File: src/rtl/mips_ctrl_pkg.sv
// Shared encodings for the multi-cycle MIPS controller: states, opcodes, functs,
// ALU operation codes and datapath mux selects.
package mips_ctrl_pkg;

  localparam int unsigned OP_W    = 6;
  localparam int unsigned ALUOP_W = 4;

  typedef enum logic [3:0] {
    S_IDLE     = 4'd0,
    S_FETCH    = 4'd1,
    S_DECODE   = 4'd2,
    S_EXEC_R   = 4'd3,
    S_EXEC_I   = 4'd4,
    S_MEM_ADDR = 4'd5,
    S_MEM_RD   = 4'd6,
    S_MEM_WR   = 4'd7,
    S_WB_MEM   = 4'd8,
    S_WB_ALU   = 4'd9,
    S_BRANCH   = 4'd10,
    S_JUMP     = 4'd11
  } state_e;

  localparam logic [OP_W-1:0] OP_RTYPE = 6'h00;
  localparam logic [OP_W-1:0] OP_J     = 6'h02;
  localparam logic [OP_W-1:0] OP_JAL   = 6'h03;
  localparam logic [OP_W-1:0] OP_BEQ   = 6'h04;
  localparam logic [OP_W-1:0] OP_BNE   = 6'h05;
  localparam logic [OP_W-1:0] OP_ADDI  = 6'h08;
  localparam logic [OP_W-1:0] OP_SLTI  = 6'h0A;
  localparam logic [OP_W-1:0] OP_ANDI  = 6'h0C;
  localparam logic [OP_W-1:0] OP_ORI   = 6'h0D;
  localparam logic [OP_W-1:0] OP_LUI   = 6'h0F;
  localparam logic [OP_W-1:0] OP_LW    = 6'h23;
  localparam logic [OP_W-1:0] OP_SW    = 6'h2B;

  localparam logic [OP_W-1:0] F_SLL  = 6'h00;
  localparam logic [OP_W-1:0] F_SRL  = 6'h02;
  localparam logic [OP_W-1:0] F_SRA  = 6'h03;
  localparam logic [OP_W-1:0] F_SLLV = 6'h04;
  localparam logic [OP_W-1:0] F_SRLV = 6'h06;
  localparam logic [OP_W-1:0] F_SRAV = 6'h07;
  localparam logic [OP_W-1:0] F_JR   = 6'h08;
  localparam logic [OP_W-1:0] F_JALR = 6'h09;
  localparam logic [OP_W-1:0] F_ADD  = 6'h20;
  localparam logic [OP_W-1:0] F_ADDU = 6'h21;
  localparam logic [OP_W-1:0] F_SUB  = 6'h22;
  localparam logic [OP_W-1:0] F_SUBU = 6'h23;
  localparam logic [OP_W-1:0] F_AND  = 6'h24;
  localparam logic [OP_W-1:0] F_OR   = 6'h25;
  localparam logic [OP_W-1:0] F_XOR  = 6'h26;
  localparam logic [OP_W-1:0] F_NOR  = 6'h27;
  localparam logic [OP_W-1:0] F_SLT  = 6'h2A;
  localparam logic [OP_W-1:0] F_SLTU = 6'h2B;

  localparam logic [ALUOP_W-1:0] ALU_ADD  = 4'b0001;
  localparam logic [ALUOP_W-1:0] ALU_SUB  = 4'b0010;
  localparam logic [ALUOP_W-1:0] ALU_AND  = 4'b0011;
  localparam logic [ALUOP_W-1:0] ALU_OR   = 4'b0100;
  localparam logic [ALUOP_W-1:0] ALU_SLT  = 4'b0101;
  localparam logic [ALUOP_W-1:0] ALU_SLTU = 4'b0110;
  localparam logic [ALUOP_W-1:0] ALU_SLL  = 4'b1000;
  localparam logic [ALUOP_W-1:0] ALU_SRL  = 4'b1001;
  localparam logic [ALUOP_W-1:0] ALU_SRA  = 4'b1010;
  localparam logic [ALUOP_W-1:0] ALU_LUI  = 4'b1100;
  localparam logic [ALUOP_W-1:0] ALU_XOR  = 4'b1101;
  localparam logic [ALUOP_W-1:0] ALU_NOR  = 4'b1110;

  localparam logic [1:0] PCSRC_ALU    = 2'd0;
  localparam logic [1:0] PCSRC_ALUOUT = 2'd1;
  localparam logic [1:0] PCSRC_JUMP   = 2'd2;
  localparam logic [1:0] PCSRC_RS     = 2'd3;

  localparam logic [1:0] REGDST_RT = 2'd0;
  localparam logic [1:0] REGDST_RD = 2'd1;
  localparam logic [1:0] REGDST_RA = 2'd2;

  localparam logic [1:0] M2R_ALUOUT = 2'd0;
  localparam logic [1:0] M2R_MDR    = 2'd1;
  localparam logic [1:0] M2R_PC     = 2'd2;

  localparam logic [1:0] ASA_PC    = 2'd0;
  localparam logic [1:0] ASA_RS    = 2'd1;
  localparam logic [1:0] ASA_SHAMT = 2'd2;

  localparam logic [1:0] ASB_RT      = 2'd0;
  localparam logic [1:0] ASB_FOUR    = 2'd1;
  localparam logic [1:0] ASB_IMM     = 2'd2;
  localparam logic [1:0] ASB_IMM_SH2 = 2'd3;

endpackage

File: src/rtl/alu_op_decode.sv
// Combinational (Opcode, Funct) -> ALU operation, immediate extension and
// instruction-class flags for the R-type and I-type ALU instructions.
module alu_op_decode
  import mips_ctrl_pkg::*;
(
  input  logic [OP_W-1:0]    opcode,
  input  logic [OP_W-1:0]    funct,
  output logic [ALUOP_W-1:0] alu_op_c,
  output logic               ext_op_c,
  output logic               shift_c,
  output logic               r_alu_c,
  output logic               i_alu_c
);

  always_comb begin
    alu_op_c = ALU_ADD;
    ext_op_c = 1'b0;
    shift_c  = 1'b0;
    r_alu_c  = 1'b0;
    i_alu_c  = 1'b0;
    if (opcode == OP_RTYPE) begin
      r_alu_c = 1'b1;
      case (funct)
        F_ADD, F_ADDU: alu_op_c = ALU_ADD;
        F_SUB, F_SUBU: alu_op_c = ALU_SUB;
        F_AND:         alu_op_c = ALU_AND;
        F_OR:          alu_op_c = ALU_OR;
        F_XOR:         alu_op_c = ALU_XOR;
        F_NOR:         alu_op_c = ALU_NOR;
        F_SLT:         alu_op_c = ALU_SLT;
        F_SLTU:        alu_op_c = ALU_SLTU;
        F_SLL, F_SLLV: begin alu_op_c = ALU_SLL; shift_c = 1'b1; end
        F_SRL, F_SRLV: begin alu_op_c = ALU_SRL; shift_c = 1'b1; end
        F_SRA, F_SRAV: begin alu_op_c = ALU_SRA; shift_c = 1'b1; end
        default:       r_alu_c = 1'b0;
      endcase
    end else begin
      i_alu_c = 1'b1;
      case (opcode)
        OP_ADDI: begin alu_op_c = ALU_ADD; ext_op_c = 1'b1; end
        OP_SLTI: begin alu_op_c = ALU_SLT; ext_op_c = 1'b1; end
        OP_ANDI: alu_op_c = ALU_AND;
        OP_ORI:  alu_op_c = ALU_OR;
        OP_LUI:  alu_op_c = ALU_LUI;
        default: i_alu_c = 1'b0;
      endcase
    end
  end

endmodule

File: src/rtl/multi_cycle_control.sv
// Multi-cycle MIPS control FSM: sequences the shared ALU and unified memory port,
// stalls on mem_ready and abandons an access after MEM_WAIT_MAX stall cycles.
module multi_cycle_control
  import mips_ctrl_pkg::*;
#(
  parameter int unsigned MEM_WAIT_MAX = 15
) (
  input  logic               clk,
  input  logic               rst_n,
  input  logic [OP_W-1:0]    Opcode,
  input  logic [OP_W-1:0]    Funct,
  input  logic               Zero,
  input  logic               mem_ready,
  output logic               PCWrite,
  output logic [1:0]         PCSrc,
  output logic               IorD,
  output logic               MemRead,
  output logic               MemWrite,
  output logic               IRWrite,
  output logic               RegWrite,
  output logic [1:0]         RegDst,
  output logic [1:0]         MemtoReg,
  output logic [1:0]         ALUSrcA,
  output logic [1:0]         ALUSrcB,
  output logic [ALUOP_W-1:0] ALUOp,
  output logic               EXTOP,
  output logic               illegal,
  output logic               mem_timeout,
  output logic [3:0]         state_o
);

  localparam int unsigned WAIT_W =
    ($clog2(MEM_WAIT_MAX + 1) < 1) ? 1 : $clog2(MEM_WAIT_MAX + 1);

  state_e              state_q, state_d;
  logic [WAIT_W-1:0]   wait_q, wait_d;
  logic [ALUOP_W-1:0]  dec_alu_op;
  logic                dec_ext, dec_shift, dec_r_alu, dec_i_alu;
  logic                is_r, is_j, is_jal, is_jr, is_jalr, is_beq, is_bne, is_lw, is_sw;
  logic                mem_wait_st;

  alu_op_decode u_alu_op_decode (
    .opcode   (Opcode),
    .funct    (Funct),
    .alu_op_c (dec_alu_op),
    .ext_op_c (dec_ext),
    .shift_c  (dec_shift),
    .r_alu_c  (dec_r_alu),
    .i_alu_c  (dec_i_alu)
  );

  assign is_r    = (Opcode == OP_RTYPE);
  assign is_jr   = is_r && (Funct == F_JR);
  assign is_jalr = is_r && (Funct == F_JALR);
  assign is_j    = (Opcode == OP_J);
  assign is_jal  = (Opcode == OP_JAL);
  assign is_beq  = (Opcode == OP_BEQ);
  assign is_bne  = (Opcode == OP_BNE);
  assign is_lw   = (Opcode == OP_LW);
  assign is_sw   = (Opcode == OP_SW);
  assign mem_wait_st = (state_q == S_FETCH) || (state_q == S_MEM_RD) || (state_q == S_MEM_WR);
  assign state_o = state_q;

  always_ff @(posedge clk or negedge rst_n) begin
    if (!rst_n) begin
      state_q <= S_IDLE;
      wait_q  <= '0;
    end else begin
      state_q <= state_d;
      wait_q  <= wait_d;
    end
  end

  always_comb begin
    state_d     = state_q;
    wait_d      = '0;
    PCWrite     = 1'b0;
    PCSrc       = PCSRC_ALU;
    IorD        = 1'b0;
    MemRead     = 1'b0;
    MemWrite    = 1'b0;
    IRWrite     = 1'b0;
    RegWrite    = 1'b0;
    RegDst      = REGDST_RT;
    MemtoReg    = M2R_ALUOUT;
    ALUSrcA     = ASA_PC;
    ALUSrcB     = ASB_RT;
    ALUOp       = '0;
    EXTOP       = 1'b0;
    illegal     = 1'b0;
    mem_timeout = 1'b0;

    // Stall accounting; a completion in the limit cycle wins over the timeout.
    if (mem_wait_st && !mem_ready) begin
      if (wait_q == WAIT_W'(MEM_WAIT_MAX)) begin
        mem_timeout = 1'b1;
        state_d     = S_FETCH;
      end else begin
        wait_d = wait_q + WAIT_W'(1);
      end
    end

    case (state_q)
      S_FETCH: begin
        MemRead = ~mem_timeout;
        ALUSrcB = ASB_FOUR;
        ALUOp   = ALU_ADD;
        if (mem_ready) begin
          IRWrite = 1'b1;
          PCWrite = 1'b1;
          state_d = S_DECODE;
        end
      end
      S_DECODE: begin
        ALUSrcB = ASB_IMM_SH2;
        ALUOp   = ALU_ADD;
        EXTOP   = 1'b1;
        if (dec_r_alu)                            state_d = S_EXEC_R;
        else if (is_jr || is_jalr || is_j || is_jal) state_d = S_JUMP;
        else if (is_beq || is_bne)                state_d = S_BRANCH;
        else if (is_lw || is_sw)                  state_d = S_MEM_ADDR;
        else if (dec_i_alu)                       state_d = S_EXEC_I;
        else begin
          illegal = 1'b1;
          state_d = S_FETCH;
        end
      end
      S_EXEC_R: begin
        ALUSrcA = dec_shift ? ASA_SHAMT : ASA_RS;
        ALUSrcB = ASB_RT;
        ALUOp   = dec_alu_op;
        state_d = S_WB_ALU;
      end
      S_EXEC_I: begin
        ALUSrcA = ASA_RS;
        ALUSrcB = ASB_IMM;
        ALUOp   = dec_alu_op;
        EXTOP   = dec_ext;
        state_d = S_WB_ALU;
      end
      S_WB_ALU: begin
        RegWrite = 1'b1;
        RegDst   = is_r ? REGDST_RD : REGDST_RT;
        state_d  = S_FETCH;
      end
      S_MEM_ADDR: begin
        ALUSrcA = ASA_RS;
        ALUSrcB = ASB_IMM;
        ALUOp   = ALU_ADD;
        EXTOP   = 1'b1;
        state_d = is_sw ? S_MEM_WR : S_MEM_RD;
      end
      S_MEM_RD: begin
        IorD    = 1'b1;
        MemRead = ~mem_timeout;
        if (mem_ready) state_d = S_WB_MEM;
      end
      S_MEM_WR: begin
        IorD     = 1'b1;
        MemWrite = ~mem_timeout;
        if (mem_ready) state_d = S_FETCH;
      end
      S_WB_MEM: begin
        RegWrite = 1'b1;
        MemtoReg = M2R_MDR;
        state_d  = S_FETCH;
      end
      S_BRANCH: begin
        ALUSrcA = ASA_RS;
        ALUSrcB = ASB_RT;
        ALUOp   = ALU_SUB;
        PCSrc   = PCSRC_ALUOUT;
        PCWrite = (is_beq & Zero) | (is_bne & ~Zero);
        state_d = S_FETCH;
      end
      S_JUMP: begin
        PCWrite = 1'b1;
        PCSrc   = (is_j || is_jal) ? PCSRC_JUMP : PCSRC_RS;
        if (is_jal || is_jalr) begin
          RegWrite = 1'b1;
          MemtoReg = M2R_PC;
          RegDst   = is_jal ? REGDST_RA : REGDST_RD;
        end
        state_d = S_FETCH;
      end
      default: state_d = S_FETCH;
    endcase
  end

endmodule

File: config.mk
export PLATFORM = sky130hd
export DESIGN_NAME = multi_cycle_control
export DESIGN_NICKNAME = d
export VERILOG_FILES = /design/src/rtl/mips_ctrl_pkg.sv /design/src/rtl/alu_op_decode.sv /design/src/rtl/multi_cycle_control.sv
export SDC_FILE = /design/constraint.sdc
export NUM_CORES = 1
export LEC_CHECK = 0
export CAP_MARGIN = 25
export CORE_MARGIN = 2
export CORE_UTILIZATION = 35
export DETAILED_ROUTE_END_ITERATION = 8
export PLACE_DENSITY = 0.71
export SKIP_CTS_REPAIR_TIMING = 1
export SYNTH_ARGS = -nofsm -noshare
export SYNTH_HDL_FRONTEND = slang
export SYNTH_SLANG_ARGS = --single-unit
File: constraint.sdc
create_clock -name clk -period 2.05 [get_ports clk]
set_input_delay 0.41 -clock clk [delete_from_list [all_inputs] [get_ports clk]]
set_output_delay 0.41 -clock clk [all_outputs]
set_load 0.02 [all_outputs]
# Word level (Yosys, flattened, before mapping)
# Index checks and enable logic that the tools add are counted.
# word_totals
wordCells,133
regBits,8
# op_classes
bitwise_logic,5
eq_ne,40
reduce_logical,31
n_mux,54
addsub,1
# ops
op,count
$eq A6 B6 Y1 const B,12
$mux W4,11
$eq A6 B4 Y1 const B,7
$pmux W4 S10,1
$eq A6 B3 Y1 const B,5
$mux W1,25
$eq A6 B2 Y1 const B,4
$pmux W4 S6,1
$reduce_or A2 Y1,11
$eq A4 B4 Y1 const B,5
$eq A4 B3 Y1 const B,4
$pmux W2 S2,4
$pmux W4 S4,1
$reduce_or A16 Y1,1
$logic_not A6 Y1,2
$pmux W4 S3,1
$logic_or A1 B1 Y1,9
$eq A4 B2 Y1 const B,2
$mux W2,4
$mux W3,2
$pmux W2 S3,1
$reduce_or A3 Y1,2
$reduce_or A6 Y1,1
$reduce_or A5 Y1,1
9 further kinds,14

# Longest topological paths before layout
# depth
word_depth,10
mapped_depth,7
depth_no_buf,5

# By module
# A second synthesis with hierarchy kept.
# unflattened
cells_unflattened,172
area_unflattened_um2,1192.4
# by_module_without_submodules
mod,cells_per_inst,area_each_um2,instances
multi_cycle_control,125,902.1,1
alu_op_decode,47,290.3,1

# Worst setup path after synthesis
# Ideal clock, no wire load.
# synth_path
path_type,flip-flop to output port
from,register state_q[2] (netlist: state_o[2])
to,output port RegWrite
stages_incl_launch_ff,7
slack_ps,-408
t_arrival_ps,2048
cell_sequence,dfrtp_1 -> clkbuf_1 -> nand2b_1 -> nor2_1 -> nand2_1 -> a21oi_1 -> o21bai_1
# synth_between
elab_chain_len,3
elab_cells_between_ends,5
classes_between,3 x eq/ne; 1 x mux; 1 x reduce/logical
# synth_rtl
item,line_no,rtl
from (decl),multi_cycle_control.sv:35,"state_e state_q, state_d;"
from (signal assigned),multi_cycle_control.sv:69,state_q <= state_d;
$eq A4 B4 Y1,multi_cycle_control.sv:103,case (state_q)
$reduce_or A2 Y1 (no line),-,
$pmux W1 S2 *,multi_cycle_control.sv:103,
to (decl),multi_cycle_control.sv:20,"output logic RegWrite,"
# Mark *: on every way between the ends. The rest lies on a longest branch, timed or not.

# Worst setup path after layout
# layout_path
from,register state_q[0] (netlist: state_o[0])
to,output port illegal
# layout_between
elab_chain_len,2
# layout_rtl
item,line_no,rtl
$eq A4 B2 Y1,multi_cycle_control.sv:103,
$mux W1,multi_cycle_control.sv:103,
to (decl),multi_cycle_control.sv:27,"output logic illegal,"
# No other way between the ends.

==> run_results.csv <==
group,metric,value,unit
yosys,netlist_instances,170,
critical_path,critPathLaunchType,"register",
place,hpwlAfterDp,3580,µm
timing,rsz0062_at_grt,"true",
cells_and_area,drive_gt1_share,54.2,%
yosys,ys.warnings.count,0,
die,initial_utilization,37.4,%
yosys,synthAdderAreaFrac,1.94,%
grt,grt_remaining_overflow,0,
clock_network,cts_buffers,3,
yosys,synth_top_family_by_area,"simple AND/OR/NAND/NOR gates",
timing,fmax,434,MHz
clock_network,htree_levels,1,
yosys,synthXorXnorAreaFrac,3.78,%
timing,fin_setup_tns,-1.72,ns
place,io_buffers,42,
die,coreArea,3100,µm²
yosys,synth-main-ff-cell,"dfrtp_1",
die,io-pin-count,43,
cells_and_area,seqCellArea,204,µm²
run,maxCapViolCount,0,
grt,grt.busiest_layer,"met2",
critical_path,endpoint_kind,"output pin",
yosys,yosys-top-cells-count,"19 x nor2_1, 15 x a21oi_1, 14 x nor3_1",
yosys,ys_top_cells_by_area,"dfrtp_1 17%, a21oi_1 6.5%, nor2_1 6.1%",
timing,setup_slack,-0.253,ns
die,rows,20,
yosys,synth_enable_flop_cells,0,
yosys,synth_mux_area_share,0,%
yosys,yosysTopAreaCell,"dfrtp_1",
critical_path,crit_slowest_cell,"dfrtp_2",
cells_and_area,diodes,0,
yosys,ys_seq_area_share,17.3,%
clock_network,cts_num_sinks,8,
route,drt-total-wl,4920,µm
clock_network,cts_buffer_depth,2,
grt,grtUsageTotal,23.2,%
yosys,synth_compound_area_share,31.9,%
timing,slew_violations,0,
die,dieHeight,61.6,µm
yosys,ys_seq_elements,8,
place,placed_cells,307,
timing,setup_viol,10,
route,wl_per_cell,15.5,µm
critical_path,path_cells,"nand2b_4 > or3_4 > a211o_1 > a21o_1 > nor2_4 > buf_6",
critical_path,crit_type,"register to output pin",
clock_network,clk_latency,0.25,ns
pwr,leakagePower,1.14,nW
yosys,synth-simple-area-share,37.8,%
place,place.gp.congestion,0.927,
clock_network,root_buffer,"clkbuf_4",
hold_path,holdCritPathClass,"primary input to asynchronous set/reset pin",
route,drt_iter0_drc,112,
cells_and_area,fin_nets,291,
route,drc,0,
grt,grt_pass1_wl,6710,µm
critical_path,slowest_delay,0.45,ns
clock_network,clk_pin_slew_worst_paths,0.06,ns
cells_and_area,area_growth,106,%
route,drt-pass1-iter-count,4,
grt,grt_max_degree,15,
run_status,violations,"negative setup slack",
critical_path,critPathRequiredTime,1.64,ns
grt,grt_pass1_vias,1528,
yosys,synth_area,1160,µm²
run_status,status,"finished, violations left",
route,viasPerCell,5.44,
timing,finalClockSkew,0.0143,ns
yosys,synth_nets,187,
timing,fin_crit,2.30,ns
timing,max_slew_margin,69.7,%
pwr,p_per_area,907,nW/µm²
die,dieArea,3790,µm²
clock_network,cts_tree,"yes",
grt,grtUsageMet1,32.8,%
cells_and_area,multi_input_area,1110,µm²
yosys,post-synth-top-count-cell,"nor2_1",
yosys,ys_types,50,
critical_path,crit_fanout,5,
grt,met3_usage,0.840,%
route,vias,1725,
yosys,synthArstFlopShare,100,%
timing,fin_crit_sh,112,%
timing,hold_viol_final,0,
grt,gr-usage-met2,39.5,%
critical_path,cp_top_family,"simple AND/OR/NAND/NOR gates",
route,ant_nets,0,
grt,antenna_found_initial,0,
timing,worstMarginPinSlew,0.443,ns
yosys,avgSynthCellArea,6.82,µm²
cells_and_area,final_cells,317,
die,die_w,61.6,µm
cells_and_area,fillCellCount,215,
yosys,synth.top_cell.area_share,17.3,%
pwr,max-vdd-ir-drop,701,µV
critical_path,arrival,1.89,ns
critical_path,timing.critical_path.buf_inv,1,
-- cell type report --
type                            count  area share (%)
Inverter                            8            1.25
Timing Repair Buffer              112            40.3
Clock buffer                        4            1.10
Multi-Input combinational cell    141            46.5
Sequential cell                     8            8.52
Tap cell                           44            2.30
-- cell usage in the layout, fill, tap and decap left out, types with 2 or more instances in the layout --
cell,count
o21ai_0,6
clkbuf_2,5
a22oi_1,2
buf_6,15
a21oi_1,9
nand3_1,2
nor3_2,2
nand2_2,5
nand2_1,8
dfrtp_2,3
dfrtp_1,5
a211o_1,2
clkdlybuf4s50_1,7
inv_1,5
a21o_1,3
nor2_4,3
nand2b_1,3
xor2_1,3
nor4_4,2
nor3_1,10
inv_2,3
clkbuf_4,3
nor2_1,13
nand2b_4,3
xnor2_1,2
nor2_2,4
a21oi_2,6
a211oi_2,3
nand3b_1,3
nor3_4,2
and3_1,2
buf_4,73
a31oi_1,2
o21ai_1,3
nor2b_1,3
o22ai_1,3
dlymetal6s2s_1,11
-- logic make-up (layout without fill, tap and decap cells) --
group,after synthesis,in the layout
AO/OA/AOI/OAI,55,55
buffers and inverters,21,124
adder cells (fa/ha/maj),2,2
flip-flops,8,8
AND/OR/NAND/NOR,79,79
XOR/XNOR,5,5
-- sequential cells by signal (all words and copies together) (netlist names) --
signal	cells
state_o	4
wait_q	4
-- worst paths after layout --
check / start / end / slack (ns) / cells past startpoint
min: rst_n / state_o[3] / 0.43 / 1
max reg2reg: state_o[0] / state_o[0] / 0.11 / 8
max: state_o[0] / illegal / -0.25 / 6
min in group clk: wait_q[0] / wait_q[0] / 0.55 / 2
max in group asynchronous: rst_n / state_o[0] / 1.33 / 1
min reg2reg: wait_q[0] / wait_q[0] / 0.55 / 2
-- power breakdown --
group | total, mW | switching (mW) | leakage (nW) | internal (mW)
sequential | 0.264 | 0.0566 | 0.102 | 0.207
combinational | 1.78 | 0.904 | 1.02 | 0.881
clock | 0.122 | 0.0476 | 0.0150 | 0.0740
total | 2.17 | 1.01 | 1.14 | 1.16
-- through the flow --
stage / setup slack, ns / util [%] / power [mW] / hold WS, ns / area [µm²]
floorplan: -0.0900 / - / 1.03 / 0.114 / 1250
global placement: -0.904 / 68.8 / 1.81 / 0.537 / 2130
detailed placement: -0.910 / 68.8 / 1.84 / 0.546 / 2130
CTS: -0.929 / 69.6 / 1.97 / 0.435 / 2160
global route: -0.321 / 77.1 / 2.31 / 0.438 / 2390
finish: -0.253 / 77.1 / 2.17 / 0.430 / 2390
-- per-layer routing --
| layer | part of all wire [%] | routed length (µm) |
|---|---|---|
| met2 | 53 | 2580 |
| met5 | 0 | 0 |
| met3 | 4.0 | 199 |
| met4 | 0.43 | 21 |
| met1 | 43 | 2120 |
Power figures use the tool's default switching activity.
